==> src/rtl/timing_pkg.sv <==
// Shared definitions for the tick-qualified timing sequencer and its dwell counter.
package timing_pkg;

  typedef enum logic {
    ST_IDLE = 1'b0,
    ST_RUN  = 1'b1
  } seq_fsm_t;

  localparam int DEFAULT_DWELL_WIDTH = 16;

  // Number of bits needed to index 'value' distinct items.
  function automatic int clog2(input int value);
    int result;
    int rem;
    result = 0;
    rem    = value - 1;
    while (rem > 0) begin
      result++;
      rem = rem >> 1;
    end
    return result;
  endfunction

endpackage

==> src/rtl/dwell_counter.sv <==
// Up-counter measuring ticks spent in the current sequencer state.
module dwell_counter
  import timing_pkg::*;
#(
  parameter int DWELL_WIDTH = DEFAULT_DWELL_WIDTH
) (
  input  logic                   clk,
  input  logic                   reset,
  input  logic                   clear,
  input  logic                   count_en,
  input  logic [DWELL_WIDTH-1:0] terminal,
  output logic                   at_terminal
);

  logic [DWELL_WIDTH-1:0] count;

  always_ff @(posedge clk) begin
    if (reset) begin
      count <= '0;
    end else if (clear) begin
      count <= '0;
    end else if (count_en) begin
      count <= count + DWELL_WIDTH'(1);
    end
  end

  // >= so that a dwell shortened below the current count still terminates.
  assign at_terminal = (count >= terminal);

endmodule

==> src/rtl/timing_sequencer.sv <==
// Parametrised state sequencer: each state is held for a programmable number of ticks.
// state   | meaning
// ST_IDLE | parked at index 0, counter cleared, waiting for start
// ST_RUN  | counting qualified ticks and stepping through the state indices
module timing_sequencer
  import timing_pkg::*;
#(
  parameter int NUM_STATES  = 4,
  parameter int STATE_WIDTH = clog2(NUM_STATES),
  parameter int DWELL_WIDTH = DEFAULT_DWELL_WIDTH,
  parameter bit AUTO_START  = 1'b1
) (
  input  logic                              clk,
  input  logic                              reset,
  input  logic                              tick,
  input  logic                              enable,
  input  logic                              one_shot,
  input  logic                              start,
  input  logic [NUM_STATES*DWELL_WIDTH-1:0] dwell,
  output logic [STATE_WIDTH-1:0]            state,
  output logic                              initial_state,
  output logic                              state_change,
  output logic                              busy,
  output logic                              done
);

  localparam logic [STATE_WIDTH-1:0] LAST_STATE = STATE_WIDTH'(NUM_STATES - 1);
  localparam seq_fsm_t RESET_FSM = AUTO_START ? ST_RUN : ST_IDLE;

  seq_fsm_t               fsm;
  seq_fsm_t               fsm_next;
  logic [STATE_WIDTH-1:0] state_next;
  logic                   initial_next;
  logic                   change_next;
  logic                   done_next;
  logic [DWELL_WIDTH-1:0] cur_dwell;
  logic [DWELL_WIDTH-1:0] terminal;
  logic                   qualified;
  logic                   at_terminal;
  logic                   advance;

  always_comb begin
    cur_dwell = '0;
    for (int i = 0; i < NUM_STATES; i++) begin
      if (state == STATE_WIDTH'(i)) begin
        cur_dwell = dwell[i*DWELL_WIDTH +: DWELL_WIDTH];
      end
    end
  end

  // A programmed dwell of zero behaves as a dwell of one tick.
  assign terminal  = (cur_dwell == '0) ? '0 : cur_dwell - DWELL_WIDTH'(1);
  assign qualified = (fsm == ST_RUN) && tick && enable;
  assign advance   = qualified && at_terminal;

  dwell_counter #(
    .DWELL_WIDTH (DWELL_WIDTH)
  ) u_dwell_counter (
    .clk         (clk),
    .reset       (reset),
    .clear       (advance || (fsm == ST_IDLE)),
    .count_en    (qualified),
    .terminal    (terminal),
    .at_terminal (at_terminal)
  );

  always_comb begin
    fsm_next     = fsm;
    state_next   = state;
    initial_next = 1'b0;
    change_next  = 1'b0;
    done_next    = 1'b0;
    case (fsm)
      ST_IDLE: begin
        state_next = '0;
        if (start) begin
          fsm_next     = ST_RUN;
          initial_next = 1'b1;
          change_next  = 1'b1;
        end
      end
      ST_RUN: begin
        if (advance) begin
          if (state != LAST_STATE) begin
            state_next  = state + STATE_WIDTH'(1);
            change_next = 1'b1;
          end else if (one_shot) begin
            fsm_next   = ST_IDLE;
            state_next = '0;
            done_next  = 1'b1;
          end else begin
            state_next   = '0;
            initial_next = 1'b1;
            change_next  = 1'b1;
          end
        end
      end
      default: begin
        fsm_next   = ST_IDLE;
        state_next = '0;
      end
    endcase
  end

  always_ff @(posedge clk) begin
    if (reset) begin
      fsm           <= RESET_FSM;
      state         <= '0;
      initial_state <= 1'b0;
      state_change  <= 1'b0;
      done          <= 1'b0;
    end else begin
      fsm           <= fsm_next;
      state         <= state_next;
      initial_state <= initial_next;
      state_change  <= change_next;
      done          <= done_next;
    end
  end

  assign busy = (fsm == ST_RUN);

endmodule

==> config.mk <==
export PLATFORM = sky130hd
export DESIGN_NAME = timing_sequencer
export DESIGN_NICKNAME = d
export VERILOG_FILES = /design/src/rtl/timing_pkg.sv /design/src/rtl/dwell_counter.sv /design/src/rtl/timing_sequencer.sv
export SDC_FILE = /design/constraint.sdc
export NUM_CORES = 1
export LEC_CHECK = 0
export CAP_MARGIN = 0
export CORE_MARGIN = 2
export CORE_UTILIZATION = 32
export CTS_CLUSTER_SIZE = 30
export DETAILED_ROUTE_END_ITERATION = 8
export PLACE_DENSITY = 0.63
export SLEW_MARGIN = 20
export SYNTH_ARGS = -nofsm -noshare
export SYNTH_HDL_FRONTEND = slang
export SYNTH_SLANG_ARGS = --single-unit
==> constraint.sdc <==
create_clock -name clk -period 3.95 [get_ports clk]
set_input_delay 0.79 -clock clk [delete_from_list [all_inputs] [get_ports clk]]
set_output_delay 0.79 -clock clk [all_outputs]
set_load 0.02 [all_outputs]
==> flow_summary.json <==
{
  "clk-insertion-delay-late_ps": 260,
  "avgSynthCellArea_um2": 7.176,
  "cts_tree": "built",
  "cpMostUsedCell": "a21oi_2",
  "status": "finished, violations left",
  "post_route_cells_drive_above_1_share_pct": 26.67,
  "dr.pass1.iters": 4,
  "grt_pass1_vias": 2474,
  "critPathMaxStageDelay_ps": 490,
  "dp_hpwl_um": 5592,
  "synth_cell_types": 51,
  "finalSetupViolCount": 6,
  "drv_slew": 0,
  "post-route-min-period_ps": 3972,
  "power_density_nw_per_um2": 145.3,
  "postRouteAntennaNets": 0,
  "nFillCells": 627,
  "seqCellArea_um2": 447.9,
  "cp.required_ps": 4160,
  "htreeDepth": 1,
  "synth-seq-cells": 22,
  "numPlacedInstances": 510,
  "grt_pass1_wl_um": 11210,
  "grt_max_degree": 21,
  "core_area_um2": 6832,
  "p_sw_mw": 0.1430,
  "period_share_pct": 100.6,
  "dpl_cell_area_um2": 3446,
  "synth_edf_count": 0,
  "cp_max_fo": 8,
  "post_drt_wl_per_cell_um": 14.44,
  "finalWeightedCongestion": 0.8168,
  "synth_nets": 410,
  "violations": "setup timing",
  "final_cells": 531,
  "tightestPinTransition_ps": 444.9,
  "final_cell_mix": "57 x nand2_1, 57 x clkdlybuf4s50_1, 41 x buf_4",
  "critical_path_arrival_ps": 4180,
  "drtIter0Drc": 94,
  "slew_headroom_pct": 70.11,
  "drc_errors": 0,
  "cts_max_path_buffers": 2,
  "p_leak_nw": 1.734,
  "portBuffers": 75,
  "combPwrFrac_pct": 30.4,
  "worstSetupStartpointType": "primary input",
  "cp_slowest_cell": "a2111o_1",
  "multi_input_area_um2": 2056,
  "rsz0062_at_grt": "yes",
  "fp.dieArea_um2": 7799,
  "synth-seq-area-share_pct": 19.36,
  "ir_drop_mv": 0.2164,
  "initial_utilization_pct": 33.30,
  "clock_power_share_pct": 31.4,
  "dpl_worst_slack_ps": -374.0,
  "intPower_mw": 0.4393,
  "async_reset_ff_share_pct": 0,
  "ys_warn_count": 0,
  "min_path_type": "reg -> reg",
  "worst_setup_path_end_kind": "register",
  "finClkSkew_ps": 1.304,
  "fin_ws_ps": -22.01,
  "ys.flop_type": "dfxtp_1",
  "cts_inserted_buffers": 3,
  "hold_viol": 0,
  "die_y_um": 88.31,
  "hold_slack_ps": 512.8,
  "antenna-diode-count": 0,
  "timing.fmax_ghz": 0.2518,
  "critPathKind": "in -> reg",
  "area_delta_synth_final_pct": 76.24,
  "drv_cap": 0,
  "fin_area_um2": 4009,
  "netlist_instances": 317,
  "pwr-share-seq_pct": 38.2,
  "vias": 2695,
  "clkTransAtPathRegs_ps": 80,
  "wl_um": 7669,
  "numClockSinks": 22,
  "ios": 76,
  "viasPerCell": 5.075,
  "layout.nets": 529,
  "synth_area_um2": 2275,
  "switching_share_pct": 24.55,
  "path_cells": "clkdlybuf4s50_1, a21oi_2, ha_2, a21boi_4, nand4_1, or3_4, and2_4, ha_4, nand2b_4, a211o_1, a21oi_2, o21ai_2, a2111o_1, clkbuf_16, nor2_1",
  "overflow": 0,
  "grtUsageTotal_pct": 17.88,
  "rows": 30,
  "cts_root_buf": "clkbuf_8",
  "antenna_found_initial": 0,
  "die_x_um": 88.31
}
[synthesized netlist by cell type (all sizes together) (5+ instances only)]
| master | number | area, um^2 |
|---|---|---|
| nor2 | 28 | 105.1 |
| inv | 13 | 48.79 |
| o211ai | 8 | 60.06 |
| xnor2 | 7 | 61.31 |
| nand3 | 12 | 60.06 |
| dfxtp | 22 | 440.4 |
| ha | 23 | 287.8 |
| o21ai | 15 | 75.07 |
| nand4 | 9 | 56.30 |
| mux2i | 5 | 50.05 |
| clkbuf | 8 | 30.03 |
| buf | 5 | 38.78 |
| a21oi | 21 | 105.1 |
| nor3 | 6 | 30.03 |
| xor2 | 12 | 105.1 |
| o22a | 6 | 52.55 |
| nand2 | 57 | 214.0 |
[critical path, delay by kind of cell]
kind | cells | cell delay [ps]
AO/OA/AOI/OAI | 6 | 1360
AND/OR/NAND/NOR | 5 | 960
buffers and inverters | 2 | 680
adder cells (fa/ha/maj) | 2 | 390
[what timing repair did]
item | 4_1_cts | 5_1_grt
gates resized for setup | 8 | 88
buffers inserted | 1 | 15
gates cloned | 0 | 1
endpoints found under the setup margin | 21 | 22
endpoints found under the hold margin | 0 | 0
pin swaps | 3 | 33
hold buffers | 0 | 0
[logic make-up (layout without fill, tap and decap cells)]
group | Yosys count | in the layout | synth area share (%)
compound gates | 83 | 83 | 24.64
fa+ha+maj | 23 | 23 | 12.65
mux | 6 | 6 | 2.695
xor+xnor | 19 | 19 | 7.316
flops | 22 | 22 | 19.36
buf+inv | 26 | 144 | 5.170
simple gates | 138 | 138 | 28.16
[flip-flops by register name, summed over array words and instances, names as in the netlist]
signal                 cells
initial_state              1
u_dwell_counter.count     16
state_change               1
done                       1
busy                       1
state                      2
[metrics by stage]
step,setup TNS (ps),util [%],power (mW)
2_1_floorplan,-2774,-,0.2871
6_report,-71.03,58.68,0.5823
4_1_cts,0,52.09,0.5712
5_1_grt,-2050,58.68,0.6143
3_5_place_dp,-6933,50.44,0.3851
3_3_place_gp,-5821,50.44,0.3830
[final timing paths]
path,start,cells past startpoint,slack [ps],end
worst min register to register,state[1]$_SDFFE_PP0P_,2,510,state[1]$_SDFFE_PP0P_
worst max-delay path,dwell[49],15,-20,u_dwell_counter.count[15]$_SDFFE_PP0P_
worst min-delay path,state[1]$_SDFFE_PP0P_,2,510,state[1]$_SDFFE_PP0P_
worst max register to register,state[1]$_SDFFE_PP0P_,19,0,u_dwell_counter.count[15]$_SDFFE_PP0P_
[layout make-up]
class                      count  share of cell area (%)
clock buffer                   4                   1.654
inverter                      13                   1.280
multi-input combinational    269                   51.28
sequential                    22                   11.17
tap                           96                   2.996
timing repair buffer         127                   31.62
[per-layer routing]
metal	share of wire (%)	GRT usage, %	wire length, um
met2	50	30.76	3800
met5	0	0	0
met1	45	23.76	3442
met4	0.80	4.683	61
met3	4.8	2.052	365
[power groups by stage]
| stage | combinational [mW] | sequential [mW] | clock, mW |
|---|---|---|---|
| floorplan | 0.0598 | 0.227 | 0 |
| global placement | 0.155 | 0.228 | 0 |
| detailed placement | 0.157 | 0.228 | 0 |
| CTS | 0.162 | 0.222 | 0.187 |
| global route | 0.192 | 0.223 | 0.200 |
| finish | 0.177 | 0.222 | 0.183 |
(Power assumes the default switching activity.)
